===== src/rtl/mem_lsu.sv =====
// MEM-stage load/store unit: splits one request into MEM_BYTES-wide memctrl beats and reassembles loads.
// Optional misaligned-access trap: define MEM_LSU_MISALIGN_TRAP_EN (adds resp_misalign).
module mem_lsu #(
  parameter int ADDR_W       = 32,
  parameter int MEM_BYTES    = 1,
  parameter int READ_LATENCY = 2
) (
  input  logic                   clk,
  input  logic                   rst,
  input  logic                   req_valid,
  output logic                   req_ready,
  input  logic                   req_load,
  input  logic [1:0]             req_size,
  input  logic                   req_unsigned,
  input  logic [ADDR_W-1:0]      req_addr,
  input  logic [31:0]            req_wdata,
  input  logic [4:0]             req_rd,
  output logic                   resp_valid,
  output logic                   resp_we,
  output logic [4:0]             resp_rd,
  output logic [31:0]            resp_data,
`ifdef MEM_LSU_MISALIGN_TRAP_EN
  output logic                   resp_misalign,
`endif
  output logic                   stall_o,
  output logic [1:0]             mem_rw,
  output logic [ADDR_W-1:0]      mem_addr,
  output logic [8*MEM_BYTES-1:0] mem_wdata,
  output logic [MEM_BYTES-1:0]   mem_wmask,
  input  logic                   mem_busy,
  input  logic [8*MEM_BYTES-1:0] mem_rdata
);
  localparam int STAGES = READ_LATENCY - 1;
  localparam int MW     = 8 * MEM_BYTES;

  localparam logic [1:0] IDLE  = 2'd0;
  localparam logic [1:0] ISSUE = 2'd1;
  localparam logic [1:0] WAIT  = 2'd2;
  localparam logic [1:0] DONE  = 2'd3;

  typedef struct packed {
    logic              load;
    logic [1:0]        size;
    logic              uns;
    logic [ADDR_W-1:0] addr;
    logic [31:0]       wdata;
    logic [4:0]        rd;
  } req_t;

  req_t                  rq;
  logic [1:0]            state;
  logic [2:0]            beat, sz, nb;
  logic [31:0]           asm_q, ext, wshift, rd_ext, cap_mask;
  logic                  mis_q, mis_in, acc, last_beat, cap, done;
  logic [7:0]            cap_sh, wr_sh;
  logic [STAGES:0]       vld_pipe;
  logic [STAGES:0][2:0]  idx_pipe;

  always_comb begin
    case (rq.size)
      2'b00:   sz = 3'd1;
      2'b01:   sz = 3'd2;
      default: sz = 3'd4;
    endcase
    nb = 3'((int'(sz) + MEM_BYTES - 1) / MEM_BYTES);
  end

`ifdef MEM_LSU_MISALIGN_TRAP_EN
  assign mis_in = (req_size == 2'b01 && req_addr[0]) || (req_size[1] && req_addr[1:0] != 2'b00);
  assign resp_misalign = done && mis_q;
`else
  assign mis_in = 1'b0;
`endif

  assign done      = (state == DONE);
  assign acc       = (state == ISSUE) && !mem_busy;
  assign last_beat = (beat == nb - 3'd1);

  // each accepted read beat carries its index down a latency pipe so beats can overlap
  assign cap      = vld_pipe[STAGES];
  assign cap_sh   = 8'(idx_pipe[STAGES]) * 8'(MW);
  assign rd_ext   = 32'(mem_rdata);
  assign cap_mask = 32'({MW{1'b1}});

  always_ff @(posedge clk) begin
    if (rst) begin
      vld_pipe <= '0;
      idx_pipe <= '0;
    end else begin
      vld_pipe[0] <= acc && rq.load;
      idx_pipe[0] <= beat;
      for (int i = 1; i <= STAGES; i++) begin
        vld_pipe[i] <= vld_pipe[i-1];
        idx_pipe[i] <= idx_pipe[i-1];
      end
    end
  end

  always_ff @(posedge clk) begin
    if (rst) begin
      state <= IDLE;
      rq    <= '0;
      beat  <= '0;
      asm_q <= '0;
      mis_q <= 1'b0;
    end else begin
      if (cap) asm_q <= (asm_q & ~(cap_mask << cap_sh)) | (rd_ext << cap_sh);
      case (state)
        IDLE: if (req_valid) begin
          rq    <= '{load: req_load, size: req_size, uns: req_unsigned,
                     addr: req_addr, wdata: req_wdata, rd: req_rd};
          beat  <= '0;
          asm_q <= '0;
          mis_q <= mis_in;
          state <= mis_in ? DONE : ISSUE;
        end
        ISSUE: if (acc) begin
          if (last_beat) begin
            beat  <= '0;
            state <= rq.load ? WAIT : DONE;
          end else begin
            beat <= beat + 3'd1;
          end
        end
        WAIT: if (cap && idx_pipe[STAGES] == nb - 3'd1) state <= DONE;
        default: state <= IDLE;
      endcase
    end
  end

  assign wr_sh  = 8'(beat) * 8'(MW);
  assign wshift = rq.wdata >> wr_sh;

  always_comb begin
    mem_wmask = '0;
    mem_wdata = '0;
    for (int j = 0; j < MEM_BYTES; j++) begin
      if (state == ISSUE && (int'(beat) * MEM_BYTES + j) < int'(sz)) begin
        mem_wmask[j]       = 1'b1;
        mem_wdata[8*j +: 8] = wshift[8*j +: 8];
      end
    end
  end

  always_comb begin
    case (rq.size)
      2'b00:   ext = rq.uns ? {24'd0, asm_q[7:0]}  : {{24{asm_q[7]}}, asm_q[7:0]};
      2'b01:   ext = rq.uns ? {16'd0, asm_q[15:0]} : {{16{asm_q[15]}}, asm_q[15:0]};
      default: ext = asm_q;
    endcase
  end

  assign mem_rw     = (state == ISSUE) ? (rq.load ? 2'b01 : 2'b10) : 2'b00;
  assign mem_addr   = (state == ISSUE) ? rq.addr + ADDR_W'(beat) * ADDR_W'(MEM_BYTES) : '0;
  assign req_ready  = (state == IDLE);
  assign stall_o    = (state != IDLE && state != DONE) || (state == IDLE && req_valid);
  assign resp_valid = done;
  assign resp_we    = done && rq.load && !mis_q && (rq.rd != 5'd0);
  assign resp_rd    = done ? rq.rd : 5'd0;
  assign resp_data  = (done && rq.load && !mis_q) ? ext : 32'd0;
endmodule

===== config.mk =====
export PLATFORM = sky130hd
export DESIGN_NAME = mem_lsu
export DESIGN_NICKNAME = d
export VERILOG_FILES = /design/src/rtl/mem_lsu.sv
export SDC_FILE = /design/constraint.sdc
export NUM_CORES = 1
export LEC_CHECK = 0
export ABC_AREA = 1
export CAP_MARGIN = 10
export CORE_ASPECT_RATIO = 0.5
export CORE_MARGIN = 2
export CORE_UTILIZATION = 44
export CTS_CLUSTER_SIZE = 40
export DETAILED_ROUTE_END_ITERATION = 10
export PLACE_DENSITY = 0.79
export SYNTH_ARGS = -nofsm -noshare
export SYNTH_HDL_FRONTEND = slang
export SYNTH_SLANG_ARGS = --single-unit

===== constraint.sdc =====
create_clock -name clk -period 2.1 [get_ports clk]
set_input_delay 0.42 -clock clk [delete_from_list [all_inputs] [get_ports clk]]
set_output_delay 0.42 -clock clk [all_outputs]
set_load 0.05 [all_outputs]

==> results.toml, run 1 <==
[synthesis]
synth_cell_type_count = 33
synth_nets = 1018
ys_seq_elements = 118
synthTopCellsByArea = "dfxtp_1 39%, nor2_1 16%, o21ai_0 8.3%, nand2_1 6.6%, a21oi_1 4.8%"
synth_edf_count = 0
syn_avg_cell_area_um2 = 6.609
yosysTopAreaCellShare = 0.3890
ys_seq_area_frac = 0.3890
yosys_most_used_dff = "dfxtp_1"
yosysMostFrequentCell = "nor2_1"
synth_top_cell_by_area = "dfxtp_1"
yosys-top-cells-count = "264 x nor2_1, 118 x dfxtp_1, 107 x nand2_1"
yosys_warnings = 0
netlist_instances = 919
netlist_area_um2 = 6073
ys_async_sr_fraction = 0

[sta]
setup_ws_ns = -0.8190
fin_crit_sh = 1.390
tightest_slew_ns = 0.6112
hold_viol = 0
setup_tns_ns = -24.89
slew_violations = 0
min_period_ns = 2.919
fmax_mhz = 342.6
clock-skew-final_ns = 0.01131
rsz0062_at_grt = "yes"
setup_viol = 66
slew_headroom = 0.5914

[setup_path]
critPathLaunchType = "flip-flop"
reg2regPathDepth = 15
endpoint_kind = "output port"
path_cells = "ha_4, inv_2, fa_2, inv_2, nand2_4, a21oi_4, nand3_4, buf_4, buf_4, o21ai_4, a21oi_4, buf_12"
cp_slowest_cell = "dfxtp_4"
crit_type = "reg2out"
cp.arrival_ns = 2.50
slowest_delay_ns = 0.36
critPathRequiredTime_ns = 1.68
critPathMaxFanout = 4

[power_and_ir_drop]
peakVddDrop_uv = 540.8
cellPowerDensity_nw_per_um2 = 978.3
combPwrFrac = 0.447
p_leak_nw = 4.325
p_int_mw = 6.511
sw_frac_of_total = 0.4037
pwr-share-seq = 0.272
switchingPower_mw = 4.408
clkPwrFrac = 0.282

[detailed_routing]
vias = 7475
viasPerCell = 5.591
wl_met2_mm = 12.35
top_layer_used = "met4"
route.detailed.drc = 0
dr_wl_met3_mm = 1.985
finalWirelength_mm = 25.41
met1_length_mm = 10.24
drt_iter0_drc = 798
ant_nets = 0
drtPass1Iterations = 6
routedWlPerCell_um = 19.00

[floorplan]
die_y_um = 87.08
rows = 30
core_um2 = 13510
die_w_um = 170.2
io_pins = 169
dieArea_um2 = 14820
start_util = 0.4494

[clocking]
cts_buffer_depth = 2
clock_latency_ns = 0.42
cts_tree = "built"
numCtsBuffers = 17
cts_sinks = 118
cts_root_buf = "clkbuf_16"
htreeDepth = 4
cts.clk_slew.worst_paths_ns = 0.06

[run_status]
violations = "negative setup slack"
status = "finished, violations left"

[finish]
fin_cells = 1337
drive_above_1_share = 0.3471
areaGrowthSynthToFinish_pct = 83.77
final_net_count = 1247
fillCellCount = 694
antenna_cells = 0

[global_routing]
grt_pass1_wl_mm = 35.75
grt_max_degree = 73
track_usage = 0.3091
grt_overflow_total = 0
grt_pass1_vias = 7046
antenna_found_initial = 0

[min_path]
hp-class = "reg2reg"
min_path_cells = 2

[placed_design]
portBuffers = 168
dpl.cell_count = 1277
hpwl_mm = 15.44
gp_congestion = 0.9297

[job]
drv_cap = 0
cells by family after synthesis:
group,Yosys count,synth area share
xor+xnor,13,0.01875
simple gates,452,0.3107
flops,118,0.3890
buf+inv,136,0.08797
fa+ha+maj,14,0.03008
compound gates,186,0.1636
what timing repair did:
| action | 4_1_cts | 5_1_grt |
|---|---|---|
| setup endpoints to repair | 68 | 68 |
| cloned | 3 | 0 |
| resized for setup | 87 | 92 |
| pin swaps | 25 | 39 |
| buffers inserted | 16 | 15 |
| hold buffers | 0 | 0 |
per-stage QoR:
stage	power [mW]	cell area, um^2	util	hold slack, ns	setup slack, ns
2_1_floorplan	5.302	6626	-	0.3883	-0.2979
3_3_place_gp	6.742	9537	0.7057	0.3912	-0.2945
3_5_place_dp	6.858	9537	0.7057	0.3946	-0.3394
4_1_cts	10.31	10700	0.7920	0.3990	-0.6793
5_1_grt	11.33	11160	0.8259	0.4275	-0.8865
6_report	10.92	11160	0.8259	0.4272	-0.8190
per-layer routing:
metal / up-vias / track usage
met4: 0 / 0.1026
met3: 96 / 0.07542
met1: 3542 / 0.3782
met5: - / 0
met2: 425 / 0.5407
li1: 3412 / -
power by group through the flow:
stage	logic, mW	clock network [mW]	registers (mW)
after floorplan	2.42	0	2.89
after global placement	3.82	0	2.92
after detailed placement	3.92	0	2.94
after CTS	4.33	3.05	2.93
after global routing	5.14	3.19	3.00
final	4.88	3.08	2.97
layout by cell type (no fill, tap or decap), drive strengths merged, types with 18 or more instances in the layout:
cell type,count
a21oi,62
buf,167
clkbuf,18
clkdlybuf4s50,84
dfxtp,118
inv,94
nand2,112
nand3,21
nor2,273
nor3,36
o21ai,104
sequential cells by signal, indices dropped and copies added, names as in the netlist:
register	flops
idx_pipe	6
beat	3
asm_q	32
state	2
rq	73
vld_pipe	2
layout make-up:
type | instances | area [um^2] | share of cell area
sequential | 118 | 2394 | 0.2145
timing repair buffer | 252 | 3271 | 0.2930
clock inverter | 14 | 175.2 | 0.01570
tap | 176 | 220.2 | 0.01973
multi-input combinational | 665 | 4293 | 0.3846
clock buffer | 18 | 439.2 | 0.03935
inverter | 94 | 369.1 | 0.03307
worst paths after layout:
kind         slack, ns                     end                    from
max              -0.82             mem_addr[6]     rq[37]$_SDFFE_PP0P_
min reg2reg       0.43  idx_pipe[4]$_SDFF_PP0_  idx_pipe[1]$_SDFF_PP0_
max reg2reg      -0.05   state[1]$_SDFFE_PP0P_     rq[71]$_SDFFE_PP0P_
min               0.43  idx_pipe[4]$_SDFF_PP0_  idx_pipe[1]$_SDFF_PP0_
worst max-delay path, delay by kind of cell, from the launching register on:
family,cells,cell delay (ns)
AOI/OAI and AO/OA,3,0.43
DFF,1,0.36
buffers and inverters,5,0.59
and+or+nand+nor,2,0.21
adders and majority gates,2,0.49
No activity file was read; power rests on OpenSTA's default activity.
==> run 2: changes to the inputs <==
==> config.mk (replaced) <==
export PLATFORM = sky130hd
export DESIGN_NAME = mem_lsu
export DESIGN_NICKNAME = d
export VERILOG_FILES = /design/src/rtl/mem_lsu.sv
export SDC_FILE = /design/constraint.sdc
export NUM_CORES = 1
export LEC_CHECK = 0
export ABC_AREA = 1
export CORE_ASPECT_RATIO = 0.5
export CORE_MARGIN = 2
export CORE_UTILIZATION = 52
export DETAILED_ROUTE_END_ITERATION = 10
export PLACE_DENSITY = 0.88
export SYNTH_ARGS = -nofsm -noshare
export SYNTH_HDL_FRONTEND = slang
export SYNTH_SLANG_ARGS = --single-unit
==> constraint.sdc (replaced) <==
create_clock -name clk -period 3.5 [get_ports clk]
set_input_delay 0.7 -clock clk [delete_from_list [all_inputs] [get_ports clk]]
set_output_delay 0.7 -clock clk [all_outputs]
set_load 0.05 [all_outputs]
==> results.toml, run 2 (same netlist as run 1, synthesis figures left out) <==
[run_status]
status = "complete, no violations"

[global_routing]
grt_pass1_vias = 6218
track_usage = 0.3142
grt_overflow_total = 0
grt_max_degree = 47
antenna_found_initial = 0
grt_pass1_wl_mm = 30.44

[sta]
setup_viol = 0
rsz0062_at_grt = "no"
slew_headroom = 0.4857
fmax_mhz = 301.6
clock-skew-final_ns = 0.008480
min_period_ns = 3.315
whs_ns = 0.3936
tightest_slew_ns = 0.7703
slew_violations = 0
setup_tns_ns = 0
hold_viol = 0
fin_crit_sh = 0.9472

[clocking]
numCtsBuffers = 17
cts_sinks = 118
cts.clk_slew.worst_paths_ns = 0.06
cts_hold_buf = 0
htreeDepth = 4
post_cts_buffers = 0
clock_latency_ns = 0.42
cts_buffer_depth = 2
cts_root_buf = "clkbuf_16"
cts_tree = "built"
cts_resized = 0

[setup_path]
cp.arrival_ns = 2.62
reg2reg_slack_ns = 1.14
path_delay_family = "simple AND/OR/NAND/NOR gates"
path_buf_inv = 3
endpoint_kind = "output port"
crit_type = "reg2out"
critPathLaunchType = "flip-flop"
path_cells = "ha_1, inv_1, fa_1, inv_1, nand2_1, a21oi_2, nand3_2, nor2_2, nor2_1, nor3_1, buf_12"
reg2reg_from = "rq[71]$_SDFFE_PP0P_"
critPathMaxFanout = 5
crit_top_cell = "inv_1"
slowest_delay_ns = 0.38
cp_slowest_cell = "fa_1"
reg2regPathDepth = 13
r2r-end = "state[0]$_SDFFE_PP0P_"
critPathRequiredTime_ns = 2.80

[detailed_routing]
finalWirelength_mm = 19.54
drt_iter0_drc = 535
routedWlPerCell_um = 15.68
ant_nets = 0
drtPass1Iterations = 5
route.detailed.drc = 0
viasPerCell = 5.373
vias = 6695

[min_path]
min_path_cells = 2
hold_end = "idx_pipe[4]$_SDFF_PP0_"
holdCritStartpoint = "idx_pipe[1]$_SDFF_PP0_"
hp-class = "reg2reg"

[finish]
areaGrowthSynthToFinish_pct = 39.95
reg.largest.list = "rq: 73 flops, asm_q: 32 flops, idx_pipe: 6 flops"
final_net_count = 1174
drive_above_1_share = 0.1306
final_area_um2 = 8499
largest_reg_flops = 73
layout_commonest_cell = "nor2_1"
final_cell_mix = "263 x nor2_1, 118 x dfxtp_1, 113 x clkdlybuf4s50_1, 105 x nand2_1, 101 x o21ai_0"
top_register = "rq"
antenna_cells = 0

[placed_design]
gp_congestion = 0.9681
place_area_um2 = 7895
hpwl_mm = 14.58
portBuffers = 168

[power_and_ir_drop]
p_leak_nw = 3.403
peakVddDrop_uv = 328.0
cellPowerDensity_nw_per_um2 = 634.5
power.total_mw = 5.393

[floorplan]
dieArea_um2 = 12610
start_util = 0.5431
core_um2 = 11180
io_pins = 169
rows = 27
die_w_um = 156.8
die_y_um = 80.42

[job]
drv_cap = 0
==> run 2: tightest hold or removal path: stages (launching register included) <==
cell     delay (ns)
dfxtp_1        0.29
inv_1          0.04
nor2_1         0.03
==> run 2: power breakdown <==
group | internal, mW | switching (mW)
logic | 0.622 | 1.24
clock network | 1.13 | 0.648
registers | 1.57 | 0.181
total | 3.32 | 2.07
==> run 2: routing by layer <==
layer	wire [um]	vias to the layer above	GRT usage
met5	0	-	0
met2	8838	306	0.5031
li1	-	3269	-
met3	1747	56	0.07285
met4	558	0	0.1422
met1	8396	3064	0.4060
==> run 2: how the worst max path moves through the flow <==
stage               depth (start not counted)                  start      endpoint
global placement                            5  state[1]$_SDFFE_PP0P_   mem_addr[2]
CTS                                         6  state[0]$_SDFFE_PP0P_       resp_we
global route                               13    rq[37]$_SDFFE_PP0P_  mem_addr[30]
detailed placement                          6  state[0]$_SDFFE_PP0P_       resp_we
finish                                     11    rq[37]$_SDFFE_PP0P_  mem_addr[14]
floorplan                                   8    rq[71]$_SDFFE_PP0P_  mem_wdata[0]
==> run 2: layout make-up <==
type                       instances  area [um^2]
sequential                       118         2362
clock buffer                      19        442.9
tap                              159        198.9
clock inverter                    12        153.9
inverter                          94        352.8
timing repair buffer             179         1802
multi-input combinational        665         3187
fill                             851         2683
==> run 2: per-stage QoR <==
stage / std cells / setup slack (ns) / util
6_report: 1246 / 0.1847 / 0.7601
5_1_grt: 1246 / 0.03669 / 0.7601
4_1_cts: 1246 / 0.06429 / 0.7594
3_5_place_dp: 1215 / 0.4931 / 0.7061
3_3_place_gp: 1215 / 0.5737 / 0.7061
2_1_floorplan: 919 / -0.2193 / -
==> run 3: changes to the inputs <==
--- a/config.mk
+++ b/config.mk
@@ -5,7 +5,6 @@
 export SDC_FILE = /design/constraint.sdc
 export NUM_CORES = 1
 export LEC_CHECK = 0
-export ABC_AREA = 1
 export CORE_ASPECT_RATIO = 0.5
 export CORE_MARGIN = 2
 export CORE_UTILIZATION = 52
==> results.toml, run 3 <==
[detailed_routing]
route.detailed.drc = 0
drtPass1Iterations = 5
drt_iter0_drc = 399
finalWirelength_mm = 17.75
vias = 5961
viasPerCell = 5.499
ant_nets = 0
routedWlPerCell_um = 16.37

[sta]
fmax_mhz = 298.5
min_period_ns = 3.351
rsz0062_at_grt = "no"
tightest_slew_ns = 0.8616
hold_viol = 0
slew_violations = 0
clock-skew-final_ns = 0.01033
setup_viol = 0
setup_ws_ns = 0.1495
fin_crit_sh = 0.9573
slew_headroom = 0.4212

[synthesis]
ys_seq_area_frac = 0.3991
yosys_warnings = 0
yosys_most_used_dff = "dfxtp_1"
syn_avg_cell_area_um2 = 7.648
synth_cell_type_count = 48
ys_seq_elements = 118
synthTopCellsByArea = "dfxtp_1 40%, nand2_1 15%, a21oi_1 11%, mux4_2 3.0%, ha_1 2.7%"
yosysTopAreaCellShare = 0.3991
synth_nets = 873
yosys-top-cells-count = "241 x nand2_1, 135 x a21oi_1, 118 x dfxtp_1"
synth_edf_count = 0
yosysMostFrequentCell = "nand2_1"
netlist_area_um2 = 5919
netlist_instances = 774
ys_async_sr_fraction = 0
synth_top_cell_by_area = "dfxtp_1"

[global_routing]
antenna_found_initial = 0
grt_max_degree = 53
track_usage = 0.2923
grt_pass1_vias = 5910
grt_pass1_wl_mm = 28.33
grt_overflow_total = 0

[min_path]
holdCritStartpoint = "vld_pipe[0]$_SDFF_PP0_"
hp-class = "reg2reg"
hold_end = "vld_pipe[1]$_SDFF_PP0_"
min_path_cells = 1

[finish]
reg.largest.list = "rq: 73 flops, asm_q: 32 flops, idx_pipe: 6 flops"
utilization = 0.7859
final_area_um2 = 8682
fillCellCount = 722
drive_above_1_share = 0.1289
top_register = "rq"
final_cell_mix = "240 x nand2_1, 133 x a21oi_1, 118 x dfxtp_1, 115 x clkdlybuf4s50_1, 39 x buf_12"
fin_cells = 1084
areaGrowthSynthToFinish_pct = 46.67
final_net_count = 1026
layout_commonest_cell = "nand2_1"
antenna_cells = 0
largest_reg_flops = 73

[placed_design]
gp_congestion = 0.8633
hpwl_mm = 12.22
preCtsSetupSlack_ns = 0.4053
place_area_um2 = 8045
portBuffers = 168
dpl.cell_count = 1052

[floorplan]
dieArea_um2 = 12300
rows = 27
io_pins = 169
die_y_um = 79.45
start_util = 0.5358
die_w_um = 154.9
core_um2 = 11050

[setup_path]
r2r-end = "state[1]$_SDFFE_PP0P_"
critPathLaunchType = "flip-flop"
reg2reg_slack_ns = 0.85
critPathMaxFanout = 5
crit_type = "reg2out"
endpoint_kind = "output port"
reg2regPathDepth = 8
reg2reg_from = "rq[71]$_SDFFE_PP0P_"
critPathRequiredTime_ns = 2.80
cp.arrival_ns = 2.65

[clocking]
cts_root_buf = "clkbuf_16"
numCtsBuffers = 17
clock_latency_ns = 0.41
cts_tree = "built"
cts_buffer_depth = 2
cts_sinks = 118
cts_hold_buf = 0
cts.clk_slew.worst_paths_ns = 0.05
htreeDepth = 4

[power_and_ir_drop]
peakVddDrop_uv = 396.1
cellPowerDensity_nw_per_um2 = 578.3
p_leak_nw = 3.269

[run_status]
status = "complete, no violations"

[job]
drv_cap = 0
-- run 3: cell types whose count changed after synthesis, sizes merged, moves of 22 or more --
| cell | delta |
|---|---|
| nor2 | -261 |
| nand2 | +129 |
| o21ai | -99 |
| a21oi | +73 |
| inv | -62 |
| and2 | +25 |
| nor3 | -24 |
| nor2b | +22 |
-- run 3: through the flow --
stage	hold WS, ns	power [mW]	setup TNS (ns)
global route	0.4608	5.246	0
floorplan	0.4138	2.670	0
global placement	0.4179	3.193	0
detailed placement	0.4278	3.260	0
finish	0.4364	5.021	0
CTS	0.4398	5.024	-0.07706
-- run 3: how the worst max path moves through the flow --
stage | start | to | slack (ns) | depth (start not counted)
after floorplan | beat[1]$_SDFFE_PP0P_ | mem_addr[14] | 0.007 | 8
after global placement | rq[37]$_SDFFE_PP0P_ | mem_addr[10] | 0.48 | 9
after detailed placement | rq[37]$_SDFFE_PP0P_ | mem_addr[14] | 0.41 | 9
after CTS | rq[37]$_SDFFE_PP0P_ | mem_addr[14] | -0.05 | 9
after global routing | rq[37]$_SDFFE_PP0P_ | mem_addr[20] | 0.002 | 10
final | rq[37]$_SDFFE_PP0P_ | mem_addr[30] | 0.15 | 9
-- run 3: layout make-up --
| cell class | instances | area, um^2 | area share |
|---|---|---|---|
| multi-input cells | 579 | 3301 | 0.3802 |
| clock inverters | 12 | 153.9 | 0.01773 |
| clock buffers | 19 | 442.9 | 0.05102 |
| repair buffers | 180 | 2125 | 0.2447 |
| flip-flops and latches | 118 | 2362 | 0.2721 |
| inverters | 31 | 116.4 | 0.01340 |
| well taps | 145 | 181.4 | 0.02090 |
-- run 3: kinds of logic after synthesis --
group,Yosys count,synth area share
AO/OA/AOI/OAI,151,0.1368
XOR/XNOR,25,0.04185
adder cells (fa/ha/maj),14,0.03086
buffers and inverters,77,0.04946
flip-flops,118,0.3991
multiplexers,16,0.04397
AND/OR/NAND/NOR,373,0.2980
-- run 3: repair_timing --
item	CTS	global route
cloned	0	0
setup endpoints to repair	3	16
setup buffers	0	1
pin swaps	0	1
resized for setup	1	6
-- run 3: power breakdown --
part | internal (mW) | total, mW | switching [mW]
clock | 1.13 | 1.76 | 0.622
combinational | 0.629 | 1.60 | 0.970
sequential | 1.51 | 1.67 | 0.157
total | 3.27 | 5.02 | 1.75
-- run 3: metal layers --
metal / up-vias / share of wire / GRT usage
met5: - / 0 / 0
met2: 259 / 0.50 / 0.5191
li1: 2866 / - / -
met1: 2794 / 0.41 / 0.3510
met4: 0 / 0.026 / 0.1185
met3: 42 / 0.064 / 0.06080
-- run 3: critical path: stages, from the launching register on --
cell and delay [ns]:
dfxtp_1 0.33, ha_1 0.17, inv_1 0.05, fa_1 0.37, nand2b_2 0.26, a211oi_4 0.33
buf_4 0.19, nand3_1 0.09, mux2i_1 0.28, buf_12 0.18
